### config.mk
export PLATFORM = sky130hd
export DESIGN_NAME = sys_clk_ctrl
export DESIGN_NICKNAME = d
export VERILOG_FILES = /design/src/rtl/sys_clk_ctrl.sv
export SDC_FILE = /design/constraint.sdc
export NUM_CORES = 1
export LEC_CHECK = 0
export CAP_MARGIN = 10
export CORE_AREA = 2 2 97 99
export DETAILED_ROUTE_END_ITERATION = 10
export DIE_AREA = 0 0 99 101
export PLACE_DENSITY = 0.79
export RECOVER_POWER = 25
export SLEW_MARGIN = 20
export SYNTH_ARGS = -nofsm -noshare
export SYNTH_HDL_FRONTEND = slang
export SYNTH_SLANG_ARGS = --single-unit
### constraint.sdc
create_clock -name clk_100MHz -period 4.09 [get_ports clk_100MHz]
set_clock_uncertainty 0.15 [all_clocks]
set_input_delay 0.818 -clock clk_100MHz [delete_from_list [all_inputs] [get_ports clk_100MHz]]
set_output_delay 0.818 -clock clk_100MHz [all_outputs]
set_load 0.03 [all_outputs]
### src/rtl/sys_clk_ctrl.sv
// System clock-enable controller: divided run, single step and counted burst
// modes, with a synchronised host trigger and a running pulse counter.
module sys_clk_ctrl #(
  parameter int CNT_W     = 16,
  parameter int NUM_RATES = 4,
  parameter int SEL_W     = 2,
  parameter int CYC_W     = 32
) (
  input  logic                       clk_100MHz,
  input  logic                       rst,
  input  logic [1:0]                 mode,
  input  logic [SEL_W-1:0]           rate_sel,
  input  logic [NUM_RATES*CNT_W-1:0] rate_div,
  input  logic                       step_req,
  input  logic [15:0]                burst_len,
  input  logic                       cnt_clr,
  output logic                       clk_en,
  output logic                       busy,
  output logic                       burst_done,
  output logic [CYC_W-1:0]           cyc_count
);

  typedef enum logic [1:0] {IDLE, RUN, STEP, BURST} state_t;
  typedef enum logic [1:0] {
    M_HALT  = 2'b00,
    M_RUN   = 2'b01,
    M_STEP  = 2'b10,
    M_BURST = 2'b11
  } mode_t;

  state_t             state;
  logic [CNT_W-1:0]   div_cnt;
  logic [CNT_W-1:0]   cur_div;
  logic [15:0]        rem_cnt;
  logic [SEL_W-1:0]   rate_sel_q;
  logic               sync1, sync2, sync3;
  logic               step_edge;
  logic               rate_change;
  logic               term;
  logic               pulse;

  assign cur_div     = rate_div[rate_sel*CNT_W +: CNT_W];
  assign step_edge   = sync2 & ~sync3;
  assign rate_change = (rate_sel != rate_sel_q);
  // A rate change forces a divider restart, so it can never be a terminal count.
  assign term        = (div_cnt == cur_div) && !rate_change;
  assign busy        = (state == RUN) || (state == BURST);

  always_comb begin
    pulse = 1'b0;
    case (state)
      RUN:     pulse = (mode == M_RUN) && term;
      STEP:    pulse = 1'b1;
      BURST:   pulse = (mode != M_HALT) && (rem_cnt != 16'd0) && term;
      default: pulse = 1'b0;
    endcase
  end

  always_ff @(posedge clk_100MHz) begin
    if (rst) begin
      state      <= IDLE;
      div_cnt    <= '0;
      rem_cnt    <= '0;
      rate_sel_q <= '0;
      sync1      <= 1'b0;
      sync2      <= 1'b0;
      sync3      <= 1'b0;
      clk_en     <= 1'b0;
      burst_done <= 1'b0;
      cyc_count  <= '0;
    end else begin
      sync1      <= step_req;
      sync2      <= sync1;
      sync3      <= sync2;
      rate_sel_q <= rate_sel;
      clk_en     <= pulse;
      burst_done <= 1'b0;

      if (cnt_clr)
        cyc_count <= '0;
      else if (pulse)
        cyc_count <= cyc_count + CYC_W'(1);

      case (state)
        IDLE: begin
          div_cnt <= '0;
          if (mode == M_RUN) begin
            state <= RUN;
          end else if (step_edge && mode == M_STEP) begin
            state <= STEP;
          end else if (step_edge && mode == M_BURST) begin
            state   <= BURST;
            rem_cnt <= burst_len;
          end
        end
        RUN: begin
          if (mode != M_RUN) begin
            state <= IDLE;
          end else if (rate_change || term) begin
            div_cnt <= '0;
          end else begin
            div_cnt <= div_cnt + CNT_W'(1);
          end
        end
        STEP: begin
          state <= IDLE;
        end
        BURST: begin
          if (mode == M_HALT) begin
            state <= IDLE;
          end else if (rem_cnt == 16'd0) begin
            burst_done <= 1'b1;
            state      <= IDLE;
          end else if (rate_change || term) begin
            div_cnt <= '0;
            if (term)
              rem_cnt <= rem_cnt - 16'd1;
          end else begin
            div_cnt <= div_cnt + CNT_W'(1);
          end
        end
        default: state <= IDLE;
      endcase
    end
  end

endmodule

==> results by group, run 1 <==
Yosys
  • Unique cell type count in the Yosys netlist: 48
  • Async set or reset register ratio after synthesis: 0%
  • Number of register bits inferred by synthesis: 73
  • Yosys warnings: 0
  • Primary FF master, synth: dfxtp_1
  • Gate Count Post-Synth: about 490
  • Summed instance area of the synthesized netlist: 0.00420 sq mm
  • Number of synthesized flops with an enable pin: 0
  • Sequential cell area fraction in the yosys report: a little over a third
  • Nets in the synthesized netlist: 585
  • Synthesized area divided by synthesized cell count: ~8.5 sq um

CTS
  • CTS-repair resized insts: 0
  • Number of buffers created by CTS: 9
  • Library cell used as clock root buffer: clkbuf_8
  • Clock tree from TritonCTS: built
  • H-tree levels: 3
  • Clock latency of the later-clocked register in the worst-skew pair: around 0.35 ns
  • Number of buffers added to fix hold violations after cts: 0
  • Post-CTS Setup Bufs: 0
  • Deepest clock path buffer count: 2
  • Register clock-pin slew on the reported worst setup and hold paths: around 0.08 ns
  • Clock sinks: 73

Power
  • Static Leak: approximately 2.0 nW
  • Net switching power figure: about 380 uW
  • Proportion of power drawn by combinational gates: between 10 and 15%
  • Cell area power density: 289 mW/mm^2
  • Switching Fraction: a little under a quarter
  • Overall Power: 1.66 mW
  • Cell Int Power: between 1 and 1.5 mW
  • Clock Power Share: a little over two fifths
  • Maximum resistive drop on vdd: between 0.00015 and 0.0002 V
  • Proportion of power drawn by flip-flops and latches: 43.6%

Route
  • Max Used Layer: met4
  • Vias per cell: around 5.7
  • Total wirelength of the detailed-routed design: approximately 11 mm
  • Routed length on met3: 595 um
  • Number of nets with antenna violations after detailed routing: 0
  • Met2 routed WL: 5.47 mm
  • Via count: 4082
  • Met1 Wirelength: between 4 and 5 mm
  • Starting DRT DRC Count: 216
  • DRC violation count after routing: 0
  • Average wire per standard cell: about 15 um
  • Drt pass-1 iters: 4

Worst setup path
  • Setup CP Type: primary input to register
  • Endpoint of the most critical setup path: cyc_count[20]
  • CP peak stage delay: around 0.53 ns
  • Critical Path Start Type: primary input
  • Cell with the largest stage delay on the worst path: mux4_2
  • Critical Path, Cell by Cell: clkdlybuf4s50_1 -> buf_12 -> mux4_2 -> xnor2_1 -> nand4_1 -> nor4_4 -> a32oi_2 -> buf_12 -> or4_1 -> a21oi_1
  • Register-to-register setup slack: about 0.9 ns
  • R2R Path Start: rem_cnt[7]
  • Top fanout value on the critical path: 63
  • CP Data Required Time: roughly 4.2 ns
  • Number of cells on the worst reg-to-reg path: 8
  • Sort of element at the end of the critical path: register
  • Most common cell type on the critical path: buf_12
  • Worst setup path start: rate_sel[0]
  • Reg-to-reg critical path endpoint: rem_cnt[13]
  • Endpoint arrival time on the critical path: between 3 and 4 ns

Min path
  • Hold/Removal Path Class: register to register

Layout
  • Antenna Diode Count: 0
  • Layout overhead on the synthesized area: 37.1%
  • Fill count: ~710
  • Final-stage net count: between 600 and 700
  • Fraction of layout instances using a drive strength above 1: under 10%
  • Number of non-filler instances in the completed layout: just over 700

Floorplanning
  • Effective utilization at floorplan: a little under half
  • # rows: 35
  • Area enclosed by the die boundary: approximately 0.01 sq mm
  • Count of pins on the block boundary: roughly 120
  • Vertical die dimension: slightly above 100 um
  • Chip Width: slightly below 100 um
  • Placeable core region: roughly 0.0090 sq mm

Timing
  • WHS: around 0.29 ns
  • Final setup violation count: 0
  • Final-report hold violation count: 0
  • Setup repair after global routing missed its margin: no
  • Share of the clock period used by the worst path after layout: 91.4%
  • Post-route setup slack: approximately 0.35 ns
  • Final Slew Violations: 0
  • Least-Margin Pin Slew: between 0.8 and 0.9 ns
  • Maximum frequency from static timing analysis: around 270 MHz
  • Final period demand of the worst path: roughly 3.7 ns
  • Max-Slew Margin vs Limit: 44.3%

Run status
  • Result of the run: finished clean

Place
  • Final weighted congestion in routability-driven placement: between 0.8 and 0.9
  • DP Cell Count: approximately 700
  • Post-DP HPWL: slightly above 8 mm
  • Number of port buffers: ~120
  • Worst setup slack after placement: -0.0224 ns

Global route
  • Number of global-route vias before repair: ~3900
  • Antenna violations before repair: 0
  • First-pass GRT wire length: between 15 and 20 mm
  • Overall routing resource usage: 21.7%
  • GR Overflow Total: 0
  • Largest net degree at the start of global routing: 64

Run
  • Max Cap Violations: 0
-- power groups by stage --
stage          Sequential [mW]  Combinational, mW  Clock [mW]
6_report                 0.725              0.232       0.706
5_1_grt                  0.726              0.251       0.743
4_1_cts                  0.724              0.236       0.714
3_5_place_dp             0.741              0.234           0
3_3_place_gp             0.740              0.230           0
2_1_floorplan            0.738              0.128           0
-- cell usage in the layout, fill, tap and decap left out, drive strengths merged, types with 5 or more instances in the layout --
master         synthesis  final
clkdlybuf4s50          0    102
or3                   28     28
nand2                 21     21
clkbuf                25     11
nor3                  13     13
buf                    9     10
dlygate4sd3            0     20
inv                    8      9
nor2                  50     50
or2                    7      7
or4                    8      8
nor2b                  6      6
o211ai                 7      7
nand4                 16     16
and3                  13     13
dfxtp                 73     73
xor2                  14     14
nand3                 22     22
o31ai                 14     14
mux4                  16     16
nor4                   5      5
a21oi                 48     48
o21ai                 29     29
xnor2                 19     19
-- metal layers --
| metal | track usage (%) | up-vias |
|---|---|---|
| met5 | 0 | - |
| met4 | 7.90 | 0 |
| met3 | 3.61 | 15 |
| met2 | 37.6 | 112 |
| met1 | 27.3 | 1905 |
| li1 | - | 2050 |
-- registers in the layout (all words and copies together) (netlist names), 2 cells and up --
| name | count |
|---|---|
| state | 2 |
| cyc_count | 32 |
| rem_cnt | 16 |
| rate_sel_q | 2 |
| div_cnt | 16 |
-- worst min path at each step --
stage,from,end,slack (ns),cells after the start
floorplan,sync1,sync2,0.26,1
global placement,sync1,sync2,0.27,1
detailed placement,sync1,sync2,0.28,1
CTS,sync1,sync2,0.29,1
global route,sync1,sync2,0.31,1
finish,sync1,sync2,0.29,1
-- metrics by stage --
step	util, %	instance area, sq um	setup TNS [ns]
finish	64.2	5760	0
detailed placement	61.5	5520	-0.0741
global route	64.2	5760	0
CTS	64.3	5770	0
global placement	61.5	5520	0
floorplan	-	4200	0
-- cells by family after synthesis --
| kind of cell | count (synthesis) | synth area share [%] |
|---|---|---|
| AOI/OAI and AO/OA | 121 | 17.7 |
| xor gates and xnor gates | 33 | 6.88 |
| adders and majority gates | 4 | 1.19 |
| buffers and inverters | 42 | 4.70 |
| DFF | 73 | 34.8 |
| muxes | 18 | 9.05 |
| and+or+nand+nor | 202 | 25.8 |
-- cell type report --
class	count	area (sq um)	share of cell area [%]
Tap cell	111	139	2.41
Multi-Input combinational cell	378	2540	44.1
Clock inverter	6	114	1.98
Sequential cell	73	1460	25.4
Clock buffer	10	138	2.39
Inverter	8	30.0	0.521
Timing Repair Buffer	133	1340	23.2
-- critical path, delay by kind of cell --
kind            cells  cell delay (ns)
simple gates        3             1.06
buf+inv             3             0.92
compound gates      2             0.35
mux                 1             0.53
xor+xnor            1             0.16
-- synthesized netlist by cell type, types with 2 or more instances --
cell type,n,area share [%]
dfxtp_1,73,35
nor2_1,50,4.5
a21oi_1,48,5.7
o21ai_0,29,3.5
or3_1,28,4.2
clkbuf_1,25,2.2
nand3_1,22,2.6
nand2_1,21,1.9
xnor2_1,19,4.0
mux4_2,16,8.6
nand4_1,16,2.4
o31ai_1,14,2.5
xor2_1,14,2.9
and3_1,13,1.9
nor3_1,13,1.5
inv_1,8,0.71
or4_1,8,1.4
o211ai_1,7,1.3
or2_2,7,1.0
nor2b_1,6,0.89
a31oi_1,4,0.60
and2_1,4,0.60
buf_2,4,0.48
ha_1,4,1.2
a211oi_1,3,0.54
a32oi_1,3,0.63
nand2b_1,3,0.45
nor4_1,3,0.45
o221a_2,3,0.80
o32ai_1,3,0.63
buf_6,2,0.54
mux2i_1,2,0.48
nand3b_1,2,0.36
nor3b_1,2,0.36
(Power assumes the default switching activity.)
==> inputs of run 2 (changes only) <==
- ABC_AREA: not set -> 0
- GPL_TIMING_DRIVEN: not set -> 0
- PLACE_DENSITY: 0.79 -> 0.8
==> run 2 against run 1 <==
Effect of this change: sequential cell count is the same; clock power shrank 2%; via count grew 6.1%; combinational power grew 3%; critical path depth is the same; hold slack lost 0.0053 ns; critical path type unchanged; global-route usage grew 1.1 points; register-to-register slack lost 0.39 ns; sequential power is essentially flat; non-clock buffer count grew 21.
==> results by group, run 2 (synthesis gave the netlist of run 1 again) <==
Timing
  • Aggregate negative setup slack: 0 ns
  • Final setup violation count: 0
  • Share of the clock period used by the worst path after layout: 89.3%
  • Final-report hold violation count: 0
  • Max-Slew Margin vs Limit: 28.7%
  • Maximum frequency from static timing analysis: between 200 and 300 MHz
  • Post-route setup slack: approximately 0.44 ns
  • Least-Margin Pin Slew: ~1.1 ns
  • Final Slew Violations: 0
  • Setup repair after global routing missed its margin: no
  • Final period demand of the worst path: ~3.7 ns

Power
  • Cell area power density: roughly 290 mW/mm^2
  • Static Leak: 1.98 nW
  • Maximum resistive drop on vdd: around 0.00018 V

Worst setup path
  • CP peak stage delay: around 0.49 ns
  • Endpoint arrival time on the critical path: between 3 and 4 ns
  • Sort of element at the end of the critical path: register
  • Most common cell type on the critical path: buf_2
  • CP Data Required Time: ~4.2 ns
  • Critical Path, Cell by Cell: clkbuf_1 -> buf_2 -> mux4_2 -> xnor2_1 -> nand4_1 -> nor4_4 -> and2b_1 -> o21ai_0 -> buf_2 -> nor2_1
  • Critical Path Start Type: primary input
  • Setup CP Type: primary input to register
  • Worst setup path start: rate_sel[1]
  • R2R Path Start: rem_cnt[7]
  • Top fanout value on the critical path: 10
  • Cell with the largest stage delay on the worst path: o21ai_0

Floorplanning
  • Chip Width: between 90 and 100 um
  • Placeable core region: between 0.008 and 0.009 sq mm
  • # rows: 35
  • Count of pins on the block boundary: approximately 120
  • Vertical die dimension: between 100 and 150 um
  • Effective utilization at floorplan: between 40% and 50%
  • Area enclosed by the die boundary: between 0.009 and 0.01 sq mm

CTS
  • Deepest clock path buffer count: 2
  • Clock latency of the later-clocked register in the worst-skew pair: ~0.35 ns
  • Library cell used as clock root buffer: clkbuf_8
  • Number of buffers created by CTS: 9
  • Clock tree from TritonCTS: built
  • H-tree levels: 3
  • Number of buffers added to fix hold violations after cts: 0
  • Post-CTS Setup Bufs: 0
  • Register clock-pin slew on the reported worst setup and hold paths: 0.07 ns
  • Clock sinks: 73
  • CTS-repair resized insts: 0

Layout
  • Register containing the most flip-flops in the final layout: cyc_count
  • Fraction of layout instances using a drive strength above 1: slightly above 8%
  • Layout overhead on the synthesized area: 37.4%
  • Antenna Diode Count: 0
  • Top Registers: cyc_count (32), div_cnt (16), rem_cnt (16)
  • Final core occ: between 60 and 70%
  • Final-stage net count: roughly 720
  • Commonest cells after routing, fill and taps aside: 98 x clkdlybuf4s50_1, 73 x dfxtp_1, 50 x nor2_1, 48 x a21oi_1, 29 x o21ai_0
  • Max reg flops: 32
  • Most common cell after layout, fill and taps aside: clkdlybuf4s50_1

Global route
  • First-pass GRT wire length: 18.7 mm
  • Number of global-route vias before repair: a little over 4000
  • GR Overflow Total: 0
  • Antenna violations before repair: 0
  • Largest net degree at the start of global routing: 13
  • Overall routing resource usage: 22.8%

Place
  • Post-DP HPWL: 8.63 mm
  • Worst setup slack after placement: between 0.08 and 0.09 ns
  • Number of port buffers: roughly 120
  • Final weighted congestion in routability-driven placement: about 0.94

Min path
  • Hold Crit Start: sync1
  • Hold/Removal Path Class: register to register

Route
  • Drt pass-1 iters: 5
  • Average wire per standard cell: around 16 um
  • Number of nets with antenna violations after detailed routing: 0
  • Vias per cell: approximately 5.9
  • Starting DRT DRC Count: 250
  • Via count: 4332
  • Total wirelength of the detailed-routed design: around 12 mm
  • DRC violation count after routing: 0

Run status
  • Result of the run: finished clean

Run
  • Max Cap Violations: 0
==> run 2: cell types whose count changed in the layout (fill, tap and decap cells not counted), sizes merged <==
cell,previous run,this run
clkinv,0,1
dlygate4sd3,20,21
clkinvlp,2,1
clkdlybuf4s50,102,98
clkbuf,11,36
inv,9,8
==> run 2: path summary, 6_finish.rpt <==
kind | endpoint | slack [ns] | cells after the start
max | div_cnt[2] | 0.44 | 10
min | sync2 | 0.29 | 1
max reg2reg | cyc_count[1] | 0.51 | 9
min reg2reg | sync2 | 0.29 | 1
==> run 2: final cells by class <==
class	instances	area, sq um
multi-input combinational	378	2540
inverter	8	30.0
timing repair buffer	120	1190
tap	111	139
sequential	73	1460
buffer	34	168
clock inverter	5	103
fill	758	3200
clock buffer	11	141
==> run 2: per-layer routing <==
metal	vias to the layer above	track usage (%)	wire, um
met5	-	0	0
met4	0	7.59	184
met3	19	5.06	749
met2	168	38.6	5660
met1	2063	29.0	4950
li1	2082	-	-
==> run 2: stage by stage <==
stage | hold WS (ns) | cell area, sq um | instances | total power [mW]
finish | 0.287 | 5780 | 740 | 1.66
global route | 0.313 | 5780 | 740 | 1.71
CTS | 0.289 | 5780 | 740 | 1.66
detailed placement | 0.272 | 5540 | 724 | 0.977
global placement | 0.274 | 5530 | 723 | 0.972
floorplan | 0.264 | 4200 | 493 | 0.866
==> run 2: critical path, delay by kind of cell <==
family                 cells  cell delay (ns)
AO/OA/AOI/OAI              1             0.49
XOR/XNOR                   1             0.15
buffers and inverters      3             1.02
multiplexers               1             0.35
AND/OR/NAND/NOR            4             0.89
==> run 2: report_power, final <==
part	internal [mW]	switching (mW)	total, mW
registers	0.717	0.00515	0.722
logic	0.140	0.0982	0.238
clock network	0.421	0.274	0.695
total	1.28	0.378	1.66
==> inputs of run 3 (changes only) <==
- CAP_MARGIN: 10 -> not set
- CORE_AREA: 2 2 97 99 -> 2 2 102 104
- DIE_AREA: 0 0 99 101 -> 0 0 104 106
- PLACE_DENSITY: 0.8 -> 0.76
- TNS_END_PERCENT: not set -> 10
- clock period: 4.09 -> 3 ns (I/O delays scaled with it)
==> run 3 against run 2 <==
Effect of this change: the run now ends with setup timing left; count of clock-buffer cells in the layout fell by 1; combinational power rose by 47%; sequential share of layout area fell by 1.7 points; register-to-register slack got worse by 0.45 ns; setup slack got worse by 0.57 ns; utilization fell by 2.5 points; hold slack improved by 0.0075 ns; die area rose by 10%; critical path depth rose by 2.
==> results by group, run 3 (synthesis gave the netlist of run 1 again) <==
Worst setup path
  • R2R Path Start: rem_cnt[7]
  • CP Data Required Time: 3.14 ns
  • Critical Path, Cell by Cell: buf_12 -> buf_12 -> buf_4 -> mux4_2 -> xnor2_2 -> nand4_1 -> nor4_4 -> buf_4 -> a32oi_4 -> buf_6 -> or4_4 -> a21oi_2
  • Worst setup path start: rate_sel[0]
  • CP peak stage delay: 0.53 ns
  • Count of buffering cells on the critical path with inverters included: 5
  • Cell with the largest stage delay on the worst path: mux4_2
  • Top fanout value on the critical path: 8
  • Sort of element at the end of the critical path: register
  • Dominant delay contributor by cell family on the critical path: simple AND/OR/NAND/NOR gates
  • Endpoint arrival time on the critical path: between 3 and 4 ns
  • Critical Path Start Type: primary input
  • Setup CP Type: primary input to register

Power
  • Static Leak: ~2.4 nW
  • Proportion of power drawn by flip-flops and latches: between 40% and 50%
  • Cell area power density: ~360 mW/mm^2
  • Net switching power figure: roughly 560 uW
  • Clock Power Share: between 40% and 50%
  • Switching Fraction: about a quarter
  • Proportion of power drawn by combinational gates: about 16%
  • Cell Int Power: 1.67 mW
  • Maximum resistive drop on vdd: 0.000207 V

Timing
  • Final-report hold violation count: 0
  • Final Slew Violations: 0
  • Aggregate negative setup slack: -0.850 ns
  • Least-Margin Pin Slew: between 0.9 and 1 ns
  • Final setup violation count: 32
  • Setup repair after global routing missed its margin: yes
  • Post-route setup slack: -0.132 ns
  • Max-Slew Margin vs Limit: roughly a third
  • Share of the clock period used by the worst path after layout: 104%
  • Maximum frequency from static timing analysis: roughly 320 MHz
  • Final period demand of the worst path: approximately 3.1 ns

Place
  • Placement-stage cell area: 0.00558 sq mm
  • Worst setup slack after placement: -0.577 ns
  • Post-DP HPWL: 8.98 mm
  • Number of port buffers: around 120
  • Final weighted congestion in routability-driven placement: just under 0.9

Floorplanning
  • Effective utilization at floorplan: roughly 42%
  • Vertical die dimension: 106 um
  • Area enclosed by the die boundary: about 0.011 sq mm
  • Chip Width: ~100 um
  • Placeable core region: around 0.01 sq mm
  • Count of pins on the block boundary: around 120
  • # rows: 37

Global route
  • Largest net degree at the start of global routing: 14
  • First-pass GRT wire length: around 20 mm
  • Antenna violations before repair: 0
  • GR Overflow Total: 0
  • Overall routing resource usage: approximately 22%
  • Number of global-route vias before repair: around 4300

CTS
  • Deepest clock path buffer count: 2
  • Register clock-pin slew on the reported worst setup and hold paths: about 0.08 ns
  • Clock latency of the later-clocked register in the worst-skew pair: ~0.36 ns
  • H-tree levels: 3
  • Number of buffers added to fix hold violations after cts: 0
  • Library cell used as clock root buffer: clkbuf_8
  • Number of buffers created by CTS: 9
  • Clock sinks: 73
  • Clock tree from TritonCTS: built

Layout
  • Layout overhead on the synthesized area: 47.2%
  • Final core occ: about three fifths
  • Design Area, Final: between 0.006 and 0.007 sq mm
  • Area of the multi-input gates: 0.00273 sq mm
  • Fill count: 858
  • Register cell area after layout: 0.00146 sq mm
  • Register containing the most flip-flops in the final layout: cyc_count
  • Top Registers: cyc_count (32), div_cnt (16), rem_cnt (16)
  • Final-stage net count: between 700 and 800
  • Fraction of layout instances using a drive strength above 1: around 15%
  • Most common cell after layout, fill and taps aside: dfxtp_1
  • Antenna Diode Count: 0
  • Max reg flops: 32
  • Commonest cells after routing, fill and taps aside: 73 x dfxtp_1, 56 x clkdlybuf4s50_1, 50 x nor2_1, 45 x a21oi_1, 32 x dlymetal6s2s_1

Run
  • Max Cap Violations: 0

Run status
  • Failing checks: setup timing
  • Result of the run: complete, but fails checks

Route
  • DRC violation count after routing: 0
  • Via count: between 4000 and 5000
  • Average wire per standard cell: around 17 um
  • Number of nets with antenna violations after detailed routing: 0
  • Drt pass-1 iters: 5
  • Vias per cell: 5.68
  • Starting DRT DRC Count: ~270
  • Total wirelength of the detailed-routed design: around 13 mm

Min path
  • Hold Crit Start: sync1
  • Hold/Removal Path Class: register to register
[run 3: layer usage]
metal	track usage (%)	routed length [um]
met5	0	0
met3	3.74	741
met1	28.4	5440
met4	8.30	238
met2	37.4	6450
[run 3: through the flow]
stage	instances	hold WS (ns)	total power [mW]
3_5_place_dp	749	0.287	1.33
3_3_place_gp	748	0.282	1.33
5_1_grt	779	0.318	2.31
4_1_cts	772	0.305	2.22
6_report	779	0.295	2.23
2_1_floorplan	493	0.264	1.18
[run 3: cell type report]
type	instances	share of cell area, %
clock buffer	10	2.23
sequential	73	23.6
clock inverter	6	1.48
timing repair buffer	133	21.8
inverter	8	0.486
tap	136	2.75
buffer	34	3.54
multi-input combinational	379	44.1
[run 3: power by group through the flow]
stage	Sequential (mW)	Clock, mW	Combinational [mW]
3_3_place_gp	1.01	0	0.321
5_1_grt	0.987	0.943	0.378
6_report	0.985	0.895	0.351
2_1_floorplan	1.01	0	0.176
3_5_place_dp	1.01	0	0.327
4_1_cts	0.985	0.902	0.332
[run 3: worst register-to-register path, stage by stage (launching register included)]
cell and delay [ns]:
dfxtp_1 0.37, or3_1 0.47, or3_4 0.39, nor4_4 0.24, a21oi_2 0.18, a32oi_2 0.43
buf_6 0.18, buf_4 0.18, mux2i_1 0.20, nor2_1 0.05
[run 3: timing repair]
action                                  CTS  global route
setup buffers                             4             7
pin swaps                                24            21
gates resized for setup                  58            54
endpoints found under the setup margin   57            60
gates cloned                              3             0
[run 3: path summary, 6_finish.rpt]
| path | endpoint | slack, ns | cells past startpoint |
|---|---|---|---|
| max reg2reg | cyc_count[1] | 0.06 | 9 |
| min | sync2 | 0.29 | 1 |
| max | cyc_count[20] | -0.13 | 12 |
| min reg2reg | sync2 | 0.29 | 1 |
